`config.mk`:
```
export PLATFORM = sky130hd
export DESIGN_NAME = instr_fetch_flat
export DESIGN_NICKNAME = d
export VERILOG_FILES = /design/src/rtl/instr_fetch_if.sv /design/src/rtl/instr_fetch.sv /design/src/flat_wrapper.sv
export SDC_FILE = /design/constraint.sdc
export NUM_CORES = 1
export LEC_CHECK = 0
export CORE_ASPECT_RATIO = 0.6
export CORE_MARGIN = 2
export CORE_UTILIZATION = 25
export CTS_BUF_LIST = sky130_fd_sc_hd__clkbuf_8
export DETAILED_ROUTE_END_ITERATION = 10
export GPL_TIMING_DRIVEN = 0
export PLACE_DENSITY_LB_ADDON = 0.15
export SYNTH_ARGS = -nofsm -noshare
export SYNTH_HDL_FRONTEND = slang
export SYNTH_SLANG_ARGS = --single-unit
```
`constraint.sdc`:
```
create_clock -name clk -period 7.32 [get_ports clk]
set_input_delay 2.196 -clock clk [delete_from_list [all_inputs] [get_ports clk]]
set_output_delay 2.196 -clock clk [all_outputs]
set_load 0.1 [all_outputs]
```
`src/rtl/instr_fetch_if.sv`:
```
// rtl/instr_fetch_if.sv - ROM request/response and decode packet bundle for instr_fetch
// The master modport is the fetch stage; the slave side is the ROM plus decode.
`ifndef EXCEPTION_LEN
`define EXCEPTION_LEN 4
`define EXCEP_OK 4'd0
`define EXCEP_INSTR_MISALIGNED 4'd1
`define EXCEP_INVALID_MEM_READ 4'd5
`define MEM_WIDTH_WORD 2'd2
`endif

interface instr_fetch_if;
  logic [31:0]               romAddr_Out;
  logic [1:0]                romWidth_Out;
  logic                      romValid_Out;
  logic [31:0]               romData_In;
  logic                      romOK_In;
  logic [`EXCEPTION_LEN-1:0] romExcep_In;
  logic                      instrValid_Out;
  logic                      instrReady_In;
  logic [31:0]               instr_Out;
  logic [31:0]               pc_Out;
  logic [`EXCEPTION_LEN-1:0] exception_Out;

  modport master (
    output romAddr_Out, romWidth_Out, romValid_Out,
    input  romData_In, romOK_In, romExcep_In,
    output instrValid_Out, instr_Out, pc_Out, exception_Out,
    input  instrReady_In
  );

  modport slave (
    input  romAddr_Out, romWidth_Out, romValid_Out,
    output romData_In, romOK_In, romExcep_In,
    input  instrValid_Out, instr_Out, pc_Out, exception_Out,
    output instrReady_In
  );
endinterface

```
`src/rtl/instr_fetch.sv`:
```
// rtl/instr_fetch.sv - PC owner and ROM fetch stage; FETCH_MISALIGN_CHECK_EN traps misaligned PCs
// One ROM request per instruction; the packet is held for decode until accepted or flushed by redirect.
`ifndef EXCEPTION_LEN
`define EXCEPTION_LEN 4
`define EXCEP_OK 4'd0
`define EXCEP_INSTR_MISALIGNED 4'd1
`define EXCEP_INVALID_MEM_READ 4'd5
`define MEM_WIDTH_WORD 2'd2
`endif

module instr_fetch #(
  parameter logic [31:0] RESET_PC = 32'h0000_0000
) (
  input  logic          clk,
  input  logic          rst,
  input  logic          redirect_In,
  input  logic [31:0]   redirectPC_In,
  instr_fetch_if.master bus
);

  typedef enum logic [2:0] {ST_REQ, ST_WAIT, ST_HOLD, ST_DRAIN, ST_HALT} state_t;

`ifdef FETCH_MISALIGN_CHECK_EN
  localparam logic CHECK_ALIGN = 1'b1;
`else
  localparam logic CHECK_ALIGN = 1'b0;
`endif

  state_t                    r_state;
  logic [31:0]               r_pc;
  logic [31:0]               r_pc_out;
  logic [31:0]               r_instr;
  logic [`EXCEPTION_LEN-1:0] r_exc;
  logic                      r_rom_valid;
  logic                      r_instr_valid;

  logic [31:0] w_pc_next;
  logic        w_pc_misaligned;
  logic        w_next_misaligned;
  logic        w_redirect_misaligned;
  logic        w_issued_ok;
  logic        w_resp_pending;

  assign w_pc_next             = r_pc + 32'd4;
  assign w_pc_misaligned       = CHECK_ALIGN && (r_pc[1:0] != 2'b00);
  assign w_next_misaligned     = CHECK_ALIGN && (w_pc_next[1:0] != 2'b00);
  assign w_redirect_misaligned = CHECK_ALIGN && (redirectPC_In[1:0] != 2'b00);
  assign w_issued_ok           = (r_state == ST_REQ) && r_rom_valid && (bus.romExcep_In == `EXCEP_OK);
  // A response that lands in the redirect cycle itself is already gone, so no drain is needed.
  assign w_resp_pending        = w_issued_ok ||
                                 (((r_state == ST_WAIT) || (r_state == ST_DRAIN)) && !bus.romOK_In);

  always_ff @(posedge clk or posedge rst) begin
    if (rst) begin
      r_state       <= ST_REQ;
      r_pc          <= RESET_PC;
      r_pc_out      <= 32'd0;
      r_instr       <= 32'd0;
      r_exc         <= `EXCEP_OK;
      r_rom_valid   <= 1'b0;
      r_instr_valid <= 1'b0;
    end else if (redirect_In) begin
      r_pc          <= redirectPC_In;
      r_instr_valid <= 1'b0;
      if (w_resp_pending) begin
        r_state     <= ST_DRAIN;
        r_rom_valid <= 1'b0;
      end else begin
        r_state     <= ST_REQ;
        r_rom_valid <= !r_rom_valid && !w_redirect_misaligned;
      end
    end else begin
      case (r_state)
        ST_REQ: begin
          if (w_pc_misaligned) begin
            r_pc_out      <= r_pc;
            r_instr       <= 32'd0;
            r_exc         <= `EXCEP_INSTR_MISALIGNED;
            r_instr_valid <= 1'b1;
            r_state       <= ST_HOLD;
          end else if (!r_rom_valid) begin
            // Strobe is held low straight out of reset or after back-to-back redirects.
            r_rom_valid <= 1'b1;
          end else if (bus.romExcep_In != `EXCEP_OK) begin
            r_pc_out      <= r_pc;
            r_instr       <= 32'd0;
            r_exc         <= bus.romExcep_In;
            r_instr_valid <= 1'b1;
            r_rom_valid   <= 1'b0;
            r_state       <= ST_HOLD;
          end else begin
            r_rom_valid <= 1'b0;
            r_state     <= ST_WAIT;
          end
        end
        ST_WAIT: begin
          if (bus.romOK_In) begin
            r_pc_out      <= r_pc;
            r_instr       <= bus.romData_In;
            r_exc         <= `EXCEP_OK;
            r_instr_valid <= 1'b1;
            r_state       <= ST_HOLD;
          end
        end
        ST_HOLD: begin
          if (bus.instrReady_In) begin
            r_instr_valid <= 1'b0;
            if (r_exc == `EXCEP_OK) begin
              r_pc        <= w_pc_next;
              r_rom_valid <= !w_next_misaligned;
              r_state     <= ST_REQ;
            end else begin
              r_state <= ST_HALT;
            end
          end
        end
        ST_DRAIN: begin
          if (bus.romOK_In) begin
            r_rom_valid <= !w_pc_misaligned;
            r_state     <= ST_REQ;
          end
        end
        ST_HALT: begin
          r_rom_valid <= 1'b0;
        end
        default: begin
          r_rom_valid <= 1'b0;
          r_state     <= ST_REQ;
        end
      endcase
    end
  end

  assign bus.romAddr_Out    = r_pc;
  assign bus.romWidth_Out   = `MEM_WIDTH_WORD;
  assign bus.romValid_Out   = r_rom_valid;
  assign bus.instrValid_Out = r_instr_valid;
  assign bus.instr_Out      = r_instr;
  assign bus.pc_Out         = r_pc_out;
  assign bus.exception_Out  = r_exc;

endmodule

```
`src/flat_wrapper.sv`:
```
// flat-port wrapper written by rule: the top's interface ports become plain ports
module instr_fetch_flat 
#(
  parameter logic [31:0] RESET_PC = 32'h0000_0000
)
  (clk, rst, redirect_In, redirectPC_In, bus_romAddr_Out, bus_romWidth_Out, bus_romValid_Out, bus_romData_In, bus_romOK_In, bus_romExcep_In, bus_instrValid_Out, bus_instr_Out, bus_pc_Out, bus_exception_Out, bus_instrReady_In);
  instr_fetch_if bus_i ();
  input  logic clk;
  input  logic rst;
  input  logic redirect_In;
  input  logic [31:0] redirectPC_In;
  output wire logic [$bits(bus_i.romAddr_Out)-1:0] bus_romAddr_Out;
  output wire logic [$bits(bus_i.romWidth_Out)-1:0] bus_romWidth_Out;
  output wire logic [$bits(bus_i.romValid_Out)-1:0] bus_romValid_Out;
  input wire logic [$bits(bus_i.romData_In)-1:0] bus_romData_In;
  input wire logic [$bits(bus_i.romOK_In)-1:0] bus_romOK_In;
  input wire logic [$bits(bus_i.romExcep_In)-1:0] bus_romExcep_In;
  output wire logic [$bits(bus_i.instrValid_Out)-1:0] bus_instrValid_Out;
  output wire logic [$bits(bus_i.instr_Out)-1:0] bus_instr_Out;
  output wire logic [$bits(bus_i.pc_Out)-1:0] bus_pc_Out;
  output wire logic [$bits(bus_i.exception_Out)-1:0] bus_exception_Out;
  input wire logic [$bits(bus_i.instrReady_In)-1:0] bus_instrReady_In;
  assign bus_romAddr_Out = bus_i.romAddr_Out;
  assign bus_romWidth_Out = bus_i.romWidth_Out;
  assign bus_romValid_Out = bus_i.romValid_Out;
  assign bus_i.romData_In = bus_romData_In;
  assign bus_i.romOK_In = bus_romOK_In;
  assign bus_i.romExcep_In = bus_romExcep_In;
  assign bus_instrValid_Out = bus_i.instrValid_Out;
  assign bus_instr_Out = bus_i.instr_Out;
  assign bus_pc_Out = bus_i.pc_Out;
  assign bus_exception_Out = bus_i.exception_Out;
  assign bus_i.instrReady_In = bus_instrReady_In;
  instr_fetch #(.RESET_PC(RESET_PC)) u_core (.clk(clk), .rst(rst), .redirect_In(redirect_In), .redirectPC_In(redirectPC_In), .bus(bus_i));
endmodule
```
# == Yosys cells after proc, flatten, opt, wreduce, memory -nomap -nowiden ==
# Index checks and enable logic that the tools add are counted.
# totals
reg_bits,105
latch_bits,0
mem_bits_rw,0
rom_bits,0
inputBits,73
out_inout_bits,104
word_cells,82
n_memories,0
# op_classes
n_addsub,1
n_mul,0
div,0
n_lt_le_gt_ge,0
eq_ne,15
shifts,0
muxes,37
n_bitwise,1
n_reduce_logical,21
# ops
operator,count
$mux 32,10
$pmux 32 s2,2
$add 32x3->32 const B,1
$mux 3,6
$pmux 3 s5,1
$reduce_and 5->1,3
$mux 4,3
$ne 3x3->1 const B,4
$mux 1,10
$logic_not 4->1,2
$ne 2x2->1 const B,4
$pmux 4 s2,1
$reduce_bool 2->1,4
$reduce_bool 4->1,2
$eq 3x2->1 const B,2
$ne 3x2->1 const B,2
$mux 2,2
$pmux 1 s4,1
$reduce_and 4->1,1
$eq 3x1->1 const B,1
$eq 3x3->1 const B,1
$logic_and 1x1->1,3
$logic_not 3->1,1
$pmux 1 s3,1
other kinds (5),7

# == Longest topological paths before layout ==
# Gate-level depths: netlist (run 1).
# depth
depth_word,6
mapped_depth,7
mapped_depth_nobuf,6

# == Worst setup path before layout (run 1) ==
# OpenSTA, ideal clock, no wires.
# synth_timing
path_type,input-to-reg
startpoint,input bus_romExcep_In[1]
endpoint,register u_core.r_exc[2] (netlist: u_core.bus.exception_Out[2])
arrival_ps,3516
path_slack_ps,3682
path_stages,7
n_path_buf,2
cell_sequence,or4_1 -> a22oi_1 -> nor4_1 -> clkbuf_1 -> clkbuf_1 -> nand3_1 -> nand2_1
# synth_via
elab_chain_cells,3
# synth_lines
item,line,rtl
"start, declared",flat_wrapper.sv:17,input wire logic [$bits(bus_i.romExcep_In)-1:0] bus_romExcep_In;
$reduce_bool 4->1 (no source line),--,
$ne 2x2->1 (no source line),--,
$reduce_and 5->1 (no source line),--,
"end signal, assigned",instr_fetch.sv:59,r_exc <= `EXCEP_OK;
"end signal, assigned",instr_fetch.sv:78,r_exc <= `EXCEP_INSTR_MISALIGNED;
"end signal, assigned",instr_fetch.sv:87,r_exc <= bus.romExcep_In;
"end, declared",instr_fetch.sv:33,logic [`EXCEPTION_LEN-1:0] r_exc;
# No other way between the ends.
# A chain may end at the register's enable or synchronous reset.

# == Worst setup path after layout (run 1) ==
# layout_timing
startpoint,register u_core.r_pc[20] (netlist: u_core.bus.romAddr_Out[20])
endpoint,output bus_romAddr_Out[20]
# layout_rtl
item,line,rtl
"start, declared",instr_fetch.sv:30,logic [31:0] r_pc;
"start signal, assigned",instr_fetch.sv:63,r_pc <= redirectPC_In;
"start signal, assigned",instr_fetch.sv:109,r_pc <= w_pc_next;
"end, declared",flat_wrapper.sv:12,output wire logic [$bits(bus_i.romAddr_Out)-1:0] bus_romAddr_Out;
# No word-level cell between the ends.

==> results.yml, run 1 <==
cells_and_area:
  finalNonFillerCells: 977
  antenna_cells: 0
  syn_to_final_growth_pct: 46.8
  drive_gt1_frac: 0.0492
  fin_nets: 801
  design_area_um2: 7010
placed_design:
  port_buffers: 173
  place_hpwl_um: 11700
  place_inst: 962
  gp_congestion: 0.768
  dpl-instance-area_um2: 6840
route:
  vias: 4358
  wl_um: 15500
  wl_per_cell_um: 15.9
  route.detailed.drc: 0
  drt-initial-drc-count: 229
  dr.pass1.iters: 4
  vias_per_cell: 4.46
  antenna_left: 0
synth:
  synthXorXnorAreaFrac: 0.0477
  muxShareOfSynthArea: 0.00682
  synth.most_common_cell: "nand2_1"
  yosys.area.top_type_share: 0.550
  syn_area_per_cell_um2: 8.81
  async_flop_share: 1.00
  synth_compound_gate_area_share: 0.0634
  synth_seq_area_share: 0.550
  synth-simple-area-share: 0.291
  synthTopCellsByArea: "dfrtp_1 55%, nand2_1 16%, nand3_1 5.2%"
  synth-adder-area-share: 0.00262
  synth_cell_types: 44
  synth_top_family_by_area: "simple AND/OR/NAND/NOR gates"
  synth_common_cells: "203 x nand2_1, 105 x dfrtp_1, 50 x nand3_1, 30 x o21ai_0, 22 x clkbuf_1"
  synth_edf_count: 0
  synth-seq-cells: 105
  syn_nets: 616
  yosysTopAreaCell: "dfrtp_1"
  mappedNetlistArea_um2: 4770
  syn_inst: 542
  synth_ff_type: "dfrtp_1"
  yosys_warnings: 0
floorplanning:
  io_pins: 177
  die_h_um: 111
  core_region_area_um2: 18900
  die_w_um: 182
  rows: 39
  dieArea_um2: 20300
  start_util: 0.253
worst_setup_path:
  end_kind: "primary output"
  critPathBufInv: 1
  cp.arrival_ns: 2.12
  critPathMaxStageDelay_ns: 1.20
  crit_slowest_cell: "clkdlybuf4s50_1"
  required_ns: 5.12
  crit_path_start_kind: "flop"
  cp_max_fo: 6
  criticalPathCategory: "reg2out"
  timing.critical_path.cells: "clkdlybuf4s50_1"
  cp_top_family: "buffers and inverters"
global_routing:
  antenna_found_initial: 0
  gr-usage-all-layers: 0.157
  busiest_layer: "met1"
  grt.overflow.total: 0
  grt_pass1_wl_um: 24700
  met1_usage: 0.236
  gr-usage-met2: 0.215
  grt_max_degree: 55
  grt_pass1_vias: 4363
  use_met3: 0.0519
sta:
  worst_pin_slew_ns: 1.03
  min_period_ns: 4.32
  drv_slew: 0
  timing.hold.ws_ns: 0.475
  slew_headroom: 0.314
  max_freq_mhz: 231
  tns_ns: 0
  skew_ns: 0.00912
  hold_violations: 0
  min_period_over_period: 0.590
  rsz0062_at_grt: "false"
  setup_viol: 0
clock_tree:
  clock_latency_ns: 0.37
  cts_root_buf: "clkbuf_8"
  numCtsBuffers: 9
  ctsHoldBuffers: 0
  ctsResizeCount: 0
  ctsHtreeMaxLevel: 3
  tritoncts: "done"
  post-cts-setup-buffers: 0
  clk_pin_slew_worst_paths_ns: 0.10
  clock-sinks: 105
  cts_max_path_buffers: 2
hold_path:
  min_path_type: "reg2reg"
run_status:
  status: "completed"
job:
  cap_viol_max_count: 0
pwr:
  p_total_mw: 2.76
  power.density_nw_per_um2: 394
  peakVddDrop_v: 0.000283
  leakage_nw: 3.06
==> final timing paths <==
| check | start | end | slack [ns] | cells after the start |
|---|---|---|---|---|
| setup reg to reg | u_core.r_state[1] | u_core.bus.pc_Out[13] | 4.92 | 6 |
| hold / removal | u_core.bus.instr_Out[14] | u_core.bus.instr_Out[14] | 0.48 | 2 |
| hold reg to reg | u_core.bus.instr_Out[14] | u_core.bus.instr_Out[14] | 0.48 | 2 |
| min in group asynchronous | rst | u_core.bus.instr_Out[17] | 2.28 | 2 |
| setup / recovery | u_core.bus.romAddr_Out[20] | bus_romAddr_Out[20] | 3.00 | 1 |
| max in group asynchronous | rst | u_core.bus.pc_Out[8] | 4.33 | 3 |
==> worst min-delay path: cells and delay by family, from the launching register on <==
kind / cells / cell delay (ns)
flops: 1 / 0.35
simple gates: 2 / 0.10
==> metal layers <==
| layer | vias up | share of wire | wire, µm |
|---|---|---|---|
| li1 | 2159 | - | - |
| met1 | 2068 | 0.52 | 8090 |
| met2 | 127 | 0.40 | 6240 |
| met3 | 4 | 0.073 | 1130 |
| met4 | 0 | 0.0053 | 83 |
| met5 | - | 0 | 0 |
==> through the flow <==
stage,util,worst slack (ns)
after detailed placement,0.362,2.70
after CTS,0.371,2.94
after global routing,0.371,2.91
final,0.371,3.00
after global placement,0.361,0.556
after floorplan,-,2.36
==> cell type report <==
class	count	area [µm²]
tap	246	308
buffer	35	153
clock buffer	9	124
timing repair buffer	174	1760
clock inverter	6	38.8
sequential	105	2630
fill	1942	11900
multi-input combinational	396	1970
inverter	6	25.0
==> cells by family after synthesis <==
| kind of cell | Yosys count |
|---|---|
| compound gates | 51 |
| xor+xnor | 26 |
| fa+ha+maj | 1 |
| buf+inv | 41 |
| flops | 105 |
| mux | 3 |
| other cells | 2 |
| simple gates | 313 |
==> sequential cells by signal, summed over array words and instances, names as in the netlist <==
signal / count
u_core.bus.instr_Out: 32
u_core.bus.pc_Out: 32
u_core.bus.romAddr_Out: 32
u_core.bus.exception_Out: 4
u_core.r_state: 3
u_core.bus.instrValid_Out: 1
u_core.bus.romValid_Out: 1
==> report_power, final <==
group / total (mW) / internal (mW) / switching (mW)
registers: 0.818 / 0.714 / 0.104
clock network: 0.328 / 0.120 / 0.208
logic: 1.62 / 0.356 / 1.26
total: 2.76 / 1.19 / 1.57
==> cells in the final DEF (no fill, tap or decap), types with 3 or more instances in the layout <==
cell / synthesis / layout
and2_1: 3 / 3
clkinvlp_4: 0 / 3
nand3_1: 50 / 50
xnor2_1: 15 / 15
clkdlybuf4s50_1: 0 / 173
dfrtp_1: 105 / 105
nor2b_1: 3 / 3
buf_2: 11 / 11
o21ai_1: 4 / 4
clkbuf_1: 22 / 22
nor3_1: 6 / 6
nand4_1: 10 / 10
a22oi_1: 3 / 3
or4_1: 4 / 4
nor2_1: 12 / 12
xor2_1: 11 / 11
clkbuf_8: 0 / 9
nor4_1: 10 / 10
inv_1: 6 / 7
o21ai_0: 30 / 30
nand2_1: 203 / 203
Power figures use the tool's default switching activity.
==> inputs of run 2 (changes only) <==
==> constraint.sdc (replaced) <==
create_clock -name clk -period 3.98 [get_ports clk]
set_input_delay 1.194 -clock clk [delete_from_list [all_inputs] [get_ports clk]]
set_output_delay 1.194 -clock clk [all_outputs]
set_load 0.1 [all_outputs]
==> results of run 2 <==
The final DEF is identical to that of run 1. Status: completed.
Among the figures that moved: setup slack after placement 2.70 ns -> 0.358 ns; setup slack after layout 3.00 ns -> 0.661 ns; register-to-register setup slack 4.92 ns -> 1.58 ns; total power 2.76 mW -> 5.08 mW; worst IR drop on VDD 0.000283 V -> 0.000520 V
